[config.mk]
export PLATFORM = sky130hd
export DESIGN_NAME = mcp3_rra03_flat
export DESIGN_NICKNAME = d
export VERILOG_FILES = /design/src/rtl/mcp3_rra03_if.sv /design/src/rtl/mcp3_rra03.sv /design/src/flat_wrapper.sv
export SDC_FILE = /design/constraint.sdc
export NUM_CORES = 1
export LEC_CHECK = 0
export BUFFER_PORTS_ARGS = -buffer_cell sky130_fd_sc_hd__buf_2
export CAP_MARGIN = 10
export CORE_MARGIN = 2
export CORE_UTILIZATION = 35
export DETAILED_ROUTE_END_ITERATION = 12
export SETUP_SLACK_MARGIN = 0.15
export SLEW_MARGIN = 20
export SYNTH_ARGS = -nofsm -noshare
export SYNTH_HDL_FRONTEND = slang
export SYNTH_SLANG_ARGS = --single-unit
[constraint.sdc]
create_clock -name clock -period 2.3 [get_ports clock]
set_input_delay 0.69 -clock clock [delete_from_list [all_inputs] [get_ports clock]]
set_output_delay 0.69 -clock clock [all_outputs]
set_load 0.02 [all_outputs]
[src/rtl/mcp3_rra03_if.sv]
// mcp3_rra03 request/grant bundle.
// Master drives requests; slave (the arbiter) drives grants and status.
interface mcp3_rra03_if;
    logic [2:0] req;
    logic       rel;
    logic [2:0] grant;
    logic       grant_valid;
    logic       hold_timeout;
    logic       one_hot_error;

    modport master (
        output req,
        output rel,
        input  grant,
        input  grant_valid,
        input  hold_timeout,
        input  one_hot_error
    );

    modport slave (
        input  req,
        input  rel,
        output grant,
        output grant_valid,
        output hold_timeout,
        output one_hot_error
    );
endinterface

[src/rtl/mcp3_rra03.sv]
// mcp3_rra03: three-way round-robin arbiter with hold limit
// and a sticky one-hot integrity error on pointer and grant.
module mcp3_rra03 #(
    parameter int HOLD_MAX = 16
) (
    input logic          clock,
    input logic          reset,
    mcp3_rra03_if.slave  bus
);

    localparam int CW = $clog2(HOLD_MAX + 1);
    localparam logic [CW-1:0] CNT_LAST = CW'(HOLD_MAX - 1);

    typedef enum logic {
        IDLE,
        OWNED
    } state_t;

    state_t        state;
    logic [2:0]    grant;
    logic          grant_valid;
    logic          hold_timeout;
    logic          one_hot_error;
    logic [2:0]    last_winner;
    logic [CW-1:0] hold_cnt;

    logic [2:0]    others;
    logic [2:0]    win_idle;
    logic [2:0]    win_hand;
    logic          lw_bad;
    logic          grant_bad;

    // First set request bit after the pointer, wrapping 0->1->2->0.
    // A corrupt pointer falls back to bit 0 first so the grant
    // stays one-hot even while the error flag is raised.
    function automatic logic [2:0] pick(
        input logic [2:0] ptr,
        input logic [2:0] r
    );
        logic [2:0] w;
        w = '0;
        case (ptr)
            3'b001: begin
                if (r[1])      w = 3'b010;
                else if (r[2]) w = 3'b100;
                else if (r[0]) w = 3'b001;
            end
            3'b010: begin
                if (r[2])      w = 3'b100;
                else if (r[0]) w = 3'b001;
                else if (r[1]) w = 3'b010;
            end
            default: begin
                if (r[0])      w = 3'b001;
                else if (r[1]) w = 3'b010;
                else if (r[2]) w = 3'b100;
            end
        endcase
        return w;
    endfunction

    function automatic logic onehot3(input logic [2:0] v);
        return (v == 3'b001) || (v == 3'b010) || (v == 3'b100);
    endfunction

    // Winner selection and integrity checks on current state.
    always_comb begin
        others    = bus.req & ~grant;
        win_idle  = pick(last_winner, bus.req);
        win_hand  = pick(last_winner, others);
        lw_bad    = !onehot3(last_winner);
        grant_bad = grant_valid ? !onehot3(grant)
                                : (grant != 3'b000);
    end

    // Arbitration FSM with registered grant, timeout and error.
    always_ff @(posedge clock) begin
        if (reset) begin
            state         <= IDLE;
            grant         <= '0;
            grant_valid   <= 1'b0;
            hold_timeout  <= 1'b0;
            one_hot_error <= 1'b0;
            last_winner   <= 3'b100;
            hold_cnt      <= '0;
        end else begin
            hold_timeout <= 1'b0;
            if (lw_bad || grant_bad)
                one_hot_error <= 1'b1;
            unique case (state)
                IDLE: begin
                    if (|bus.req) begin
                        state       <= OWNED;
                        grant       <= win_idle;
                        grant_valid <= 1'b1;
                        last_winner <= win_idle;
                        hold_cnt    <= '0;
                    end
                end
                OWNED: begin
                    if (bus.rel) begin
                        if (|others) begin
                            grant       <= win_hand;
                            last_winner <= win_hand;
                            hold_cnt    <= '0;
                        end else begin
                            state       <= IDLE;
                            grant       <= '0;
                            grant_valid <= 1'b0;
                        end
                    end else if (hold_cnt >= CNT_LAST) begin
                        state        <= IDLE;
                        grant        <= '0;
                        grant_valid  <= 1'b0;
                        hold_timeout <= 1'b1;
                    end else if (hold_cnt != '1) begin
                        hold_cnt <= hold_cnt + 1'b1;
                    end
                end
                default: state <= IDLE;
            endcase
        end
    end

    assign bus.grant         = grant;
    assign bus.grant_valid   = grant_valid;
    assign bus.hold_timeout  = hold_timeout;
    assign bus.one_hot_error = one_hot_error;

endmodule

[src/flat_wrapper.sv]
// flat-port wrapper written by rule: the top's interface ports become plain ports
module mcp3_rra03_flat 
#(
    parameter int HOLD_MAX = 16
)
  (clock, reset, bus_req, bus_rel, bus_grant, bus_grant_valid, bus_hold_timeout, bus_one_hot_error);
  mcp3_rra03_if bus_i ();
  input logic clock;
  input logic reset;
  input wire logic [$bits(bus_i.req)-1:0] bus_req;
  input wire logic [$bits(bus_i.rel)-1:0] bus_rel;
  output wire logic [$bits(bus_i.grant)-1:0] bus_grant;
  output wire logic [$bits(bus_i.grant_valid)-1:0] bus_grant_valid;
  output wire logic [$bits(bus_i.hold_timeout)-1:0] bus_hold_timeout;
  output wire logic [$bits(bus_i.one_hot_error)-1:0] bus_one_hot_error;
  assign bus_i.req = bus_req;
  assign bus_i.rel = bus_rel;
  assign bus_grant = bus_i.grant;
  assign bus_grant_valid = bus_i.grant_valid;
  assign bus_hold_timeout = bus_i.hold_timeout;
  assign bus_one_hot_error = bus_i.one_hot_error;
  mcp3_rra03 #(.HOLD_MAX(HOLD_MAX)) u_core (.clock(clock), .reset(reset), .bus(bus_i));
endmodule
# ---- Word level (Yosys, flattened, before mapping)
# Index checks and enable logic that the tools add are counted.
dict set report classes {
  addsub 1
  eq_ne 15
  bitwise_logic 3
  n_mux 46
  n_lt_le_gt_ge 1
  n_reduce_logical 15
}
# cell count
set ops {}
lappend ops {{$mux 3} 20}
lappend ops {{$mux 5} 5}
lappend ops {{$pmux 3 s2} 4}
lappend ops {{$ne 3x3->1 const B} 5}
lappend ops {{$mux 1} 12}
lappend ops {{$pmux 5 s2} 1}
lappend ops {{$reduce_or 3->1} 3}
lappend ops {{$eq 3x1->1 const B} 2}
lappend ops {{$eq 3x2->1 const B} 2}
lappend ops {{$eq 3x3->1 const B} 2}
lappend ops {{$reduce_and 3->1} 2}
lappend ops {{$add 5x1->5 const B} 1}
lappend ops {{$ge 5x4->1 const B} 1}
lappend ops {{$logic_or 1x1->1} 5}
lappend ops {{$ne 5x5->1 const B} 1}
lappend ops {{$mux 2} 2}
lappend ops {{$ne 2x2->1 const B} 2}
lappend ops {{$pmux 1 s2} 2}
lappend ops {{$reduce_and 4->1} 1}
lappend ops {{$and 3x3->3} 1}
lappend ops {{$not 3->3} 1}
lappend ops {{$reduce_bool 3->1} 1}
lappend ops {{$logic_not 1->1} 2}
lappend ops {{$ne 2x1->1 const B} 1}
lappend ops {{other kinds (2)} 2}
dict set report word_totals {
  output_inout_bits 6
  ff_bits 15
}

# ---- Logic depth before layout (Yosys ltp)
# Gate-level depths: netlist of run 1.
dict set report depth {
  ltp_word 9
  depth_mapped 8
  ltp_nobuf 8
}

# ---- Least setup slack after synthesis of run 1
# No wires, ideal clock.
dict set report synth_path {
  kind {input-to-reg}
  startpoint {in bus_req[0]}
  endpoint {reg u_core.last_winner[1]}
  path_slack_ns 0.599
  stages 4
  required_time_ns 2.209
  arrival_ns 1.610
  n_path_buf 0
  path_cell_list {and2b_4 > o31a_1 > or2_4 > a311oi_1}
}
dict set report synth_via {
  elab_chain_cells 7
  elab_cells_between_ends 18
  cone_classes {eq/ne: 2; mux: 12; bitwise: 1; reduce/logical: 3}
}
# element line
set synth_lines {}
lappend synth_lines {{start, declared} flat_wrapper.sv:10} ;# input wire logic [$bits(bus_i.req)-1:0] bus_req;
lappend synth_lines {{$and 3x3->3} mcp3_rra03.sv:68} ;# others = bus.req & ~grant;
lappend synth_lines {{$mux 3} mcp3_rra03.sv:50} ;# else if (r[0]) w = 3'b001;
lappend synth_lines {{$mux 3} mcp3_rra03.sv:49} ;# if (r[2]) w = 3'b100;
lappend synth_lines {{$pmux 3 s2} mcp3_rra03.sv:42} ;# case (ptr)
lappend synth_lines {{$mux 3} mcp3_rra03.sv:102} ;# if (|others) begin
lappend synth_lines {{$mux 3} mcp3_rra03.sv:101} ;# if (bus.rel) begin
lappend synth_lines {{$pmux 3 s2} mcp3_rra03.sv:90} ;# unique case (state)
lappend synth_lines {{end signal, assigned} mcp3_rra03.sv:96} ;# last_winner <= win_idle;
lappend synth_lines {{end signal, assigned} mcp3_rra03.sv:104} ;# last_winner <= win_hand;
lappend synth_lines {{end, declared} mcp3_rra03.sv:24} ;# logic [2:0] last_winner;
# Several ways; a longest one is shown, not always the timed one. The select of a mux whose other input is x is not followed.
# A chain may end at the register's enable or synchronous reset.

# ---- Final worst setup path of run 1
dict set report layout_path {
  startpoint {reg u_core.hold_cnt[0]}
  endpoint {reg u_core.hold_cnt[2]}
}
dict set report layout_via {
  elab_chain_cells 5
  elab_cells_between_ends 10
  cone_classes {add/sub: 1; order compare: 1; eq/ne: 3; mux: 4; reduce/logical: 1}
}
# element line
set layout_lines {}
lappend layout_lines {{start, declared} mcp3_rra03.sv:25} ;# logic [CW-1:0] hold_cnt;
lappend layout_lines {{start signal, assigned} mcp3_rra03.sv:117} ;# hold_cnt <= hold_cnt + 1'b1;
lappend layout_lines {{$add 5x1->5} mcp3_rra03.sv:117}
lappend layout_lines {{$mux 5} mcp3_rra03.sv:116} ;# end else if (hold_cnt != '1) begin
lappend layout_lines {{$mux 5} mcp3_rra03.sv:111} ;# end else if (hold_cnt >= CNT_LAST) begin
lappend layout_lines {{$mux 5} mcp3_rra03.sv:101}
lappend layout_lines {{$pmux 5 s2} mcp3_rra03.sv:90}
# Several ways; a longest one is shown, not always the timed one. The select of a mux whose other input is x is not followed.

==> results of run 1 <==
==> path summary, 6_finish.rpt <==
path,start,cells past startpoint,end,slack [ps]
setup / recovery,u_core.hold_cnt[0]$_SDFFE_PP0P_,8,u_core.hold_cnt[2]$_SDFFE_PP0P_,420
hold / removal,u_core.bus.one_hot_error$_SDFFE_PP0P_,2,u_core.bus.one_hot_error$_SDFFE_PP0P_,480
setup reg to reg,u_core.hold_cnt[0]$_SDFFE_PP0P_,8,u_core.hold_cnt[2]$_SDFFE_PP0P_,420
hold reg to reg,u_core.bus.one_hot_error$_SDFFE_PP0P_,2,u_core.bus.one_hot_error$_SDFFE_PP0P_,480
==> metrics by stage <==
stage / total power [mW] / cell area, sq um / utilization, % / hold slack [ps]
final: 0.6427 / 1050 / 41.62 / 481.1
after global placement: 0.4906 / 1022 / 40.53 / 460.8
after global routing: 0.6855 / 1050 / 41.62 / 521.7
after floorplan: 0.4497 / 948.4 / - / 455.2
after detailed placement: 0.4909 / 1022 / 40.53 / 471.6
after CTS: 0.6481 / 1050 / 41.62 / 495.5
==> power breakdown <==
part,internal (mW),switching (mW)
clock network,0.0646,0.0915
logic,0.0736,0.0880
registers,0.286,0.0395
total,0.424,0.219
==> metal layers <==
| metal | vias to the layer above | global-route usage, % |
|---|---|---|
| li1 | 460 | - |
| met1 | 424 | 18.63 |
| met2 | 20 | 21.51 |
| met3 | 2 | 5.116 |
| met4 | 0 | 2.381 |
| met5 | - | 0 |
==> cells in the mapped netlist, types with 2 or more instances <==
| cell | count | area, sq um |
|---|---|---|
| ha_1 | 3 | 37.54 |
| a311oi_1 | 4 | 35.03 |
| nor2_1 | 15 | 56.30 |
| or3b_2 | 2 | 17.52 |
| o21bai_1 | 2 | 15.01 |
| nand2b_1 | 7 | 43.79 |
| nor2b_1 | 5 | 31.28 |
| a21oi_1 | 9 | 45.04 |
| nand4_1 | 3 | 18.77 |
| nand3_1 | 2 | 10.01 |
| clkbuf_1 | 3 | 11.26 |
| inv_1 | 2 | 7.510 |
| and2_1 | 3 | 18.77 |
| o21ai_0 | 7 | 35.03 |
| dfxtp_1 | 15 | 300.3 |
| buf_4 | 2 | 15.01 |
| nand2_1 | 8 | 30.03 |
| nor3_1 | 2 | 10.01 |
==> state kept, by name, summed over array words and instances (netlist names) <==
| name | count |
|---|---|
| u_core.bus.grant | 3 |
| u_core.bus.grant_valid | 1 |
| u_core.bus.hold_timeout | 1 |
| u_core.bus.one_hot_error | 1 |
| u_core.hold_cnt | 5 |
| u_core.last_winner | 3 |
| u_core.state | 1 |
==> area by class of cell <==
type                       count  area share (%)
clock inverter                 1          0.4768
timing repair buffer          12           5.959
clock buffer                   3           2.145
sequential                    15           28.61
inverter                       2          0.7151
multi-input combinational     97           58.52
tap                           30           3.576
==> tightest hold or removal path, cell delays in order, from the launching register on <==
cell and delay, ps:
dfxtp_1 340, a211oi_1 50, nor2_1 70
==> cell families (layout without fill, tap and decap cells) <==
group           Yosys count  after routing
simple gates             55             55
compound gates           37             37
flops                    15             15
buf+inv                   7             18
fa+ha+maj                 3              3
xor+xnor                  2              2
==> out/qor.csv, run 1 <==
stage,metric,value,unit
outcome,outcome,completed,
logic_synthesis,synthesis.area,948.4,sq um
logic_synthesis,synth-seq-cells,15,
floorplanning,initial_core_util,37.60,%
routing,antenna_left,0,
routing,via_count,906,
routing,drt_iter0_markers,32,
timing,hold_violations,0,
final_layout,areaGrowthSynthToFinish,10.69,%
worst_setup_path,worstPathArrival,2060,ps
timing,setup_tns,0,ps
timing,rsz0062_at_grt,false,
timing,tightest_slew,470.9,ps
flow_run,maxCapViolCount,0,
logic_synthesis,synth_compound_area_share,27.18,%
global_route,groute.usage.overall,13.88,%
power,powerDensity,612.2,nW/um^2
worst_setup_path,max_stage_delay,360,ps
final_layout,num_antenna_cells,0,
logic_synthesis,ys_seq_area_share,31.66,%
logic_synthesis,ys.flop_type,dfxtp_1,
routing,drt-vias-per-instance,5.663,
clock_tree,clock_sinks,15,
timing,setup_viol,0,
power,ir_drop,0.3214,mV
routing,route.detailed.drc,0,
clock_tree,post_cts_resized,0,
logic_synthesis,synth.avg_cell_area,7.970,sq um
floorplanning,fp.dieW,56.06,microns
final_layout,regArea,300.3,sq um
final_layout,nets,140,
global_route,grt_pass1_vias,808,
logic_synthesis,synthSimpleGateAreaFrac,31.79,%
logic_synthesis,synthesis.nets,128,
clock_tree,path_clk_slew,100,ps
clock_tree,cts_root_buffer,clkbuf_4,
global_route,antenna_found_initial,0,
logic_synthesis,synth_top_family_by_area,simple AND/OR/NAND/NOR gates,
logic_synthesis,synth-adder-area-share,3.958,%
clock_tree,htreeDepth,1,
clock_tree,tritoncts,yes,
place,post-place-cells,156,
place,io_buffer_count,11,
worst_setup_path,cp-end-kind,flip-flop,
clock_tree,clk_latency,280,ps
routing,routedLengthMet1,1.030,mm
worst_setup_path,crit_path_top_delay_cell,dfxtp_1,
min_path,min_path_type,flip-flop to flip-flop,
clock_tree,clockBufferDepth,2,
worst_setup_path,crit_buf_inv,0,
global_route,grt_max_degree,15,
final_layout,mostFrequentLayoutCells,"nor2_1 (15), dfxtp_1 (15), buf_2 (11)",
worst_setup_path,path_class,flip-flop to flip-flop,
worst_setup_path,critPathMaxFanout,5,
place,pre_cts_slack,365.5,ps
final_layout,multiInputGateArea,614.3,sq um
final_layout,drive_gt1_share,17.69,%
logic_synthesis,ys_types,43,
logic_synthesis,synth.mux.area_fraction,0,%
routing,drt_pass1_iterations,4,
worst_setup_path,cp_cell_sequence,ha_1 -> and3_1 -> ha_1 -> nor3_1 -> and2_1 -> a21oi_1 -> o21ai_0 -> o21ai_0,
worst_setup_path,cp-start-kind,flip-flop,
floorplanning,core-area,2522,sq um
clock_tree,postCtsHoldBufs,0,
worst_setup_path,critical_path_required,2480,ps
timing,layout_worst_path_cycle_share,81.86,%
clock_tree,cts_setup_buffers,0,
timing,finalMaxSlewViolations,0,
logic_synthesis,synth-xor-area-share,1.847,%
floorplanning,io_pins,12,
routing,routed_wl,2.089,mm
final_layout,fillers,271,
logic_synthesis,synth_edf_count,0,
place,place.gp.congestion,0.9155,
worst_setup_path,cp_top_family,simple AND/OR/NAND/NOR gates,
floorplanning,die_h,56.06,microns
timing,slew_headroom,68.32,%
timing,fin_ws,417.3,ps
clock_tree,cts_buffers,3,
final_layout,final_cells,160,
timing,fin_worst_skew,3.392,ps
logic_synthesis,async_reset_ff_share,0,%
global_route,grt.overflow.total,0,
routing,route.met2.wl,938,microns
logic_synthesis,yosys_warnings,0,
floorplanning,die_area,3142,sq um
logic_synthesis,synthCells,119,
global_route,grt_pass1_wl,3.560,mm
timing,fin_crit,1883,ps
routing,wl_per_cell,13.06,microns
place,dpl.hpwl,1.614,mm
routing,top_layer,met4,
timing,fmax,531.1,MHz
power,p_leak,0.4394,nW
floorplanning,core.rowCount,18,
routing,wl_met3,105,microns
No activity file was read; power rests on OpenSTA's default activity.
==> inputs of run 2 (changes only) <==
clock period = 1.9 ns   (was 2.3 ns; I/O delays follow)
==> run 2 against run 1 <==
  * Clock power increased by 16%
  * Power increased by 23%
  * Global-route usage increased by 0.64 points
  * Fmax increased by 12%
  * Critical path depth unchanged
  * Combinational power increased by 32%
  * Worst setup slack got worse by 200 ps
  * Via count increased by 2.4%
  * Worst hold slack improved by 1.1 ps
  * Critical path type unchanged
  * Critical endpoint unchanged
  * Highest routed layer unchanged
==> out/qor.csv, run 2 (synthesis gave the netlist of run 1 again) <==
stage,metric,value,unit
outcome,outcome,completed,
routing,antenna_left,0,
routing,routed_wl,2.269,mm
floorplanning,fp.dieW,56.06,microns
routing,wl_per_cell,13.92,microns
worst_setup_path,worstPathArrival,1850,ps
worst_setup_path,timing.rr.start,u_core.hold_cnt[0]$_SDFFE_PP0P_,
timing,tightest_slew,393.8,ps
floorplanning,io_pins,12,
min_path,min_to,u_core.bus.one_hot_error$_SDFFE_PP0P_,
worst_setup_path,cp-start-kind,flip-flop,
floorplanning,initial_core_util,37.60,%
timing,setup_viol,0,
final_layout,largest_register_ffs,5,
clock_tree,clockBufferDepth,2,
place,io_buffer_count,11,
flow_run,maxCapViolCount,0,
global_route,grt_pass1_wl,3.691,mm
timing,finalMaxSlewViolations,0,
global_route,grt_pass1_vias,879,
place,place.gp.congestion,0.8706,
worst_setup_path,max_stage_delay,370,ps
clock_tree,clock_sinks,15,
place,dpl.hpwl,1.622,mm
timing,rsz0062_at_grt,true,
power,p_total,792.2,uW
routing,route.detailed.drc,0,
floorplanning,die_h,56.06,microns
min_path,min_path_type,flip-flop to flip-flop,
worst_setup_path,critPathMaxFanout,5,
worst_setup_path,crit_path_top_delay_cell,dfxtp_4,
power,p_clk_share,22.8,%
final_layout,areaGrowthSynthToFinish,19.39,%
clock_tree,htreeDepth,1,
final_layout,num_antenna_cells,0,
global_route,grt_max_degree,15,
final_layout,fillers,252,
floorplanning,core.rowCount,18,
final_layout,multiInputGateArea,669.4,sq um
power,power_switching,260.7,uW
routing,drt-vias-per-instance,5.693,
timing,fmax,595.9,MHz
power,p_sw_share,32.91,%
min_path,hold_depth,2,
worst_setup_path,cp-end-kind,flip-flop,
worst_setup_path,r2r_cells,8,
final_layout,nets,143,
timing,layout_worst_path_cycle_share,88.33,%
worst_setup_path,r2r_slack,220,ps
worst_setup_path,crit_buf_inv,0,
final_layout,layout_commonest_cell,nor2_1,
clock_tree,clk_latency,280,ps
floorplanning,die_area,3142,sq um
timing,setup_tns,0,ps
global_route,groute.usage.overall,14.52,%
worst_setup_path,worstSetupPathDepth,8,
routing,via_count,928,
worst_setup_path,cp_cell_sequence,ha_4 -> and3_4 -> ha_4 -> nor3_4 -> and2_4 -> a21oi_1 -> o21ai_0 -> o21ai_0,
timing,holdWs,482.2,ps
final_layout,reg.largest.list,"u_core.hold_cnt x5, u_core.bus.grant x3, u_core.last_winner x3",
timing,fin_worst_skew,2.992,ps
timing,hold_violations,0,
worst_setup_path,path_class,flip-flop to flip-flop,
global_route,grt.overflow.total,0,
worst_setup_path,critical_path_required,2070,ps
min_path,hp-start,u_core.bus.one_hot_error$_SDFFE_PP0P_,
worst_setup_path,r2r-end,u_core.hold_cnt[2]$_SDFFE_PP0P_,
final_layout,regMostFlops,u_core.hold_cnt,
clock_tree,cts_buffers,3,
power,ir_drop,0.3842,mV
final_layout,drive_gt1_share,27.07,%
routing,drt_pass1_iterations,4,
final_layout,mostFrequentLayoutCells,"nor2_1 (15), dfxtp_1 (12), buf_2 (11)",
clock_tree,path_clk_slew,90,ps
worst_setup_path,cp_top_family,simple AND/OR/NAND/NOR gates,
final_layout,regArea,306.5,sq um
power,comb_power_share,27.0,%
floorplanning,core-area,2522,sq um
clock_tree,cts_root_buffer,clkbuf_4,
power,p_seq_share,50.2,%
power,p_leak,0.4556,nW
timing,fin_crit,1678,ps
global_route,antenna_found_initial,0,
power,powerDensity,699.6,nW/um^2
clock_tree,tritoncts,yes,
power,p_int,531.5,uW
timing,slew_headroom,73.69,%
routing,drt_iter0_markers,21,
## run 2: timing repair
action / 4_1_cts / 5_1_grt
pin swaps: 2 / 7
resized for setup: 4 / 11
endpoints found under the hold margin: 0 / 0
hold buffers: 0 / 0
endpoints found under the setup margin: 8 / 9
buffers inserted: 0 / 0
## run 2: final cells by class
cell class | count | share of cell area (%)
flip-flops and latches | 15 | 27.07
clock buffers | 4 | 2.320
inverters | 2 | 0.6630
multi-input cells | 97 | 59.12
well taps | 30 | 3.315
repair buffers | 15 | 7.514
## run 2: how the worst max path moves through the flow
stage,startpoint,slack (ps),endpoint
global placement,bus_req[0],110,u_core.last_winner[1]$_SDFFE_PP0P_
finish,u_core.hold_cnt[0]$_SDFFE_PP0P_,220,u_core.hold_cnt[2]$_SDFFE_PP0P_
CTS,u_core.hold_cnt[0]$_SDFFE_PP0P_,170,u_core.hold_cnt[1]$_SDFFE_PP0P_
global route,u_core.hold_cnt[0]$_SDFFE_PP0P_,130,u_core.hold_cnt[1]$_SDFFE_PP0P_
floorplan,u_core.hold_cnt[0]$_SDFFE_PP0P_,230,u_core.hold_cnt[1]$_SDFFE_PP0P_
detailed placement,bus_req[0],60,u_core.last_winner[1]$_SDFFE_PP0P_
## run 2: through the flow
stage	util, %	std cells	setup WS (ps)	area, sq um
6_report	44.89	163	221.8	1132
5_1_grt	44.89	163	133.3	1132
4_1_cts	43.06	163	165.7	1086
3_5_place_dp	41.42	159	57.87	1045
3_3_place_gp	41.42	159	107.7	1045
2_1_floorplan	-	119	229.3	948.4
## run 2: worst register-to-register path: stages (launching register included)
cell     delay [ps]
dfxtp_4         370
ha_4            160
and3_4          190
ha_4            170
nor3_4          210
and2_4          200
a21oi_1          60
o21ai_0         130
o21ai_0          90
## run 2: power groups by stage
stage          Sequential, mW  Clock, mW  Combinational (mW)
5_1_grt                 0.404      0.202               0.236
4_1_cts                 0.388      0.188               0.211
2_1_floorplan           0.390          0               0.155
3_5_place_dp            0.394          0               0.208
6_report                0.397      0.181               0.214
3_3_place_gp            0.392          0               0.207
## run 2: layer usage
layer	routed length (microns)	vias to the layer above	global-route usage [%]	share of wire (%)
met1	1027	437	16.43	45
met3	105	2	4.186	4.6
met2	1121	23	26.72	49
met5	0	-	0	0
met4	14	0	3.061	0.62
li1	-	466	-	-
==> inputs of run 3 (changes only) <==
CORE_UTILIZATION = 45   (was 35)
==> run 3 against run 2 <==
  * Cell area grew 2.9%
  * Largest power group unchanged
  * Sequential power shrank 2%
  * Non-clock buffer count grew 6
  * Critical path type unchanged
==> out/qor.csv, run 3 (synthesis gave the netlist of run 1 again) <==
stage,metric,value,unit
timing,layout_worst_path_cycle_share,87.76,%
worst_setup_path,cp_top_family,simple AND/OR/NAND/NOR gates,
timing,fmax,599.7,MHz
final_layout,num_antenna_cells,0,
worst_setup_path,cp-start-kind,flip-flop,
floorplanning,die_h,49.91,microns
clock_tree,clockBufferDepth,2,
routing,drt-vias-per-instance,5.639,
flow_run,maxCapViolCount,0,
worst_setup_path,critical_path_required,2080,ps
final_layout,final_util,58.78,%
routing,via_count,936,
timing,hold_violations,0,
final_layout,areaGrowthSynthToFinish,22.82,%
power,p_total,830.0,uW
final_layout,regMostFlops,u_core.hold_cnt,
routing,wl_per_cell,13.97,microns
power,ir_drop,0.4400,mV
place,io_buffer_count,11,
clock_tree,path_clk_slew,100,ps
final_layout,mostFrequentLayoutCells,"nor2_1 (15), dfxtp_1 (13), buf_2 (11)",
worst_setup_path,max_stage_delay,360,ps
power,powerDensity,712.5,nW/um^2
routing,route.detailed.drc,0,
final_layout,layout_commonest_cell,nor2_1,
routing,drt_pass1_iterations,4,
timing,slew_headroom,76.24,%
global_route,antenna_found_initial,0,
timing,rsz0062_at_grt,false,
global_route,grt.overflow.total,0,
timing,setup_viol,0,
clock_tree,tritoncts,yes,
clock_tree,htreeDepth,1,
worst_setup_path,cp-end-kind,flip-flop,
timing,setup_tns,0,ps
place,dpl.hpwl,1.670,mm
worst_setup_path,r2r_cells,8,
min_path,min_path_type,flip-flop to flip-flop,
floorplanning,io_pins,12,
routing,drt_iter0_markers,15,
outcome,outcome,completed,
clock_tree,cts_buffers,3,
timing,fin_crit,1667,ps
worst_setup_path,crit_buf_inv,0,
place,place.gp.congestion,0.9346,
clock_tree,cts_root_buffer,clkbuf_4,
worst_setup_path,critPathMaxFanout,3,
timing,fin_worst_skew,7.681,ps
routing,antenna_left,0,
floorplanning,initial_core_util,47.85,%
final_layout,fillers,177,
clock_tree,clk_latency,290,ps
power,p_leak,0.4832,nW
final_layout,largest_register_ffs,5,
global_route,groute.usage.overall,21.08,%
place,post-place-cells,160,
final_layout,nets,149,
timing,finalMaxSlewViolations,0,
floorplanning,core.rowCount,16,
timing,tightest_slew,355.7,ps
worst_setup_path,cp_cell_sequence,ha_4 -> and3_4 -> ha_4 -> nor3_2 -> nand2_1 -> a21o_1 -> a32oi_1 -> nor2_1,
worst_setup_path,worstPathArrival,1840,ps
routing,routed_wl,2.319,mm
final_layout,reg.largest.list,"u_core.hold_cnt x5, u_core.bus.grant x3, u_core.last_winner x3",
final_layout,final_cells,166,
floorplanning,core-area,1982,sq um
clock_tree,clock_sinks,15,
timing,fin_ws,232.5,ps
worst_setup_path,path_class,flip-flop to flip-flop,
floorplanning,die_area,2491,sq um
floorplanning,fp.dieW,49.91,microns
place,pre_cts_slack,70.10,ps
global_route,grt_pass1_wl,3.981,mm
worst_setup_path,worstSetupPathDepth,8,
global_route,grt_max_degree,15,
global_route,grt_pass1_vias,842,
final_layout,drive_gt1_share,28.78,%
worst_setup_path,timing.critical_path.mode_cell,ha_4,
min_path,hold_depth,2,
worst_setup_path,crit_path_top_delay_cell,dfxtp_4,
==> run 3: worst register-to-register path: stages (launching register included) <==
cell	delay [ps]
dfxtp_4	360
ha_4	160
and3_4	190
ha_4	160
nor3_2	180
nand2_1	100
a21o_1	190
a32oi_1	160
nor2_1	70
==> run 3: path summary, 6_finish.rpt <==
| kind | endpoint | slack (ps) | start |
|---|---|---|---|
| worst max-delay path | u_core.hold_cnt[1]$_SDFFE_PP0P_ | 230 | u_core.hold_cnt[1]$_SDFFE_PP0P_ |
| worst min-delay path | u_core.bus.one_hot_error$_SDFFE_PP0P_ | 490 | u_core.bus.one_hot_error$_SDFFE_PP0P_ |
| worst max register to register | u_core.hold_cnt[1]$_SDFFE_PP0P_ | 230 | u_core.hold_cnt[1]$_SDFFE_PP0P_ |
| worst min register to register | u_core.bus.one_hot_error$_SDFFE_PP0P_ | 490 | u_core.bus.one_hot_error$_SDFFE_PP0P_ |
==> run 3: layout make-up <==
| cell class | count | area (sq um) | area share [%] |
|---|---|---|---|
| Timing Repair Buffer | 21 | 130.1 | 11.17 |
| Multi-Input combinational cell | 97 | 658.1 | 56.50 |
| Sequential cell | 15 | 305.3 | 26.21 |
| Inverter | 2 | 7.507 | 0.6445 |
| Tap cell | 27 | 33.78 | 2.900 |
| Clock buffer | 3 | 22.52 | 1.933 |
| Clock inverter | 1 | 7.507 | 0.6445 |
==> run 3: timing repair <==
item / in CTS / in global routing
cloned: 0 / 0
setup buffers: 0 / 2
pin swaps: 3 / 8
endpoints found under the setup margin: 5 / 8
hold buffers: 0 / 0
resized for setup: 4 / 7
==> run 3: through the flow <==
step | instance area (sq um) | hold WS [ps]
floorplan | 948.4 | 455.2
global placement | 1071 | 460.9
detailed placement | 1071 | 466.8
CTS | 1115 | 492.2
global route | 1165 | 564.4
finish | 1165 | 494.3
==> run 3: power by group <==
group	switching (mW)	internal (mW)
Sequential	0.0418	0.347
Clock	0.116	0.0801
Combinational	0.127	0.118
==> run 3: layer usage <==
metal,track usage (%),share of wire [%]
met1,29.14,51
met2,32.44,45
met3,5.455,3.3
met4,5.556,0.86
met5,0,0
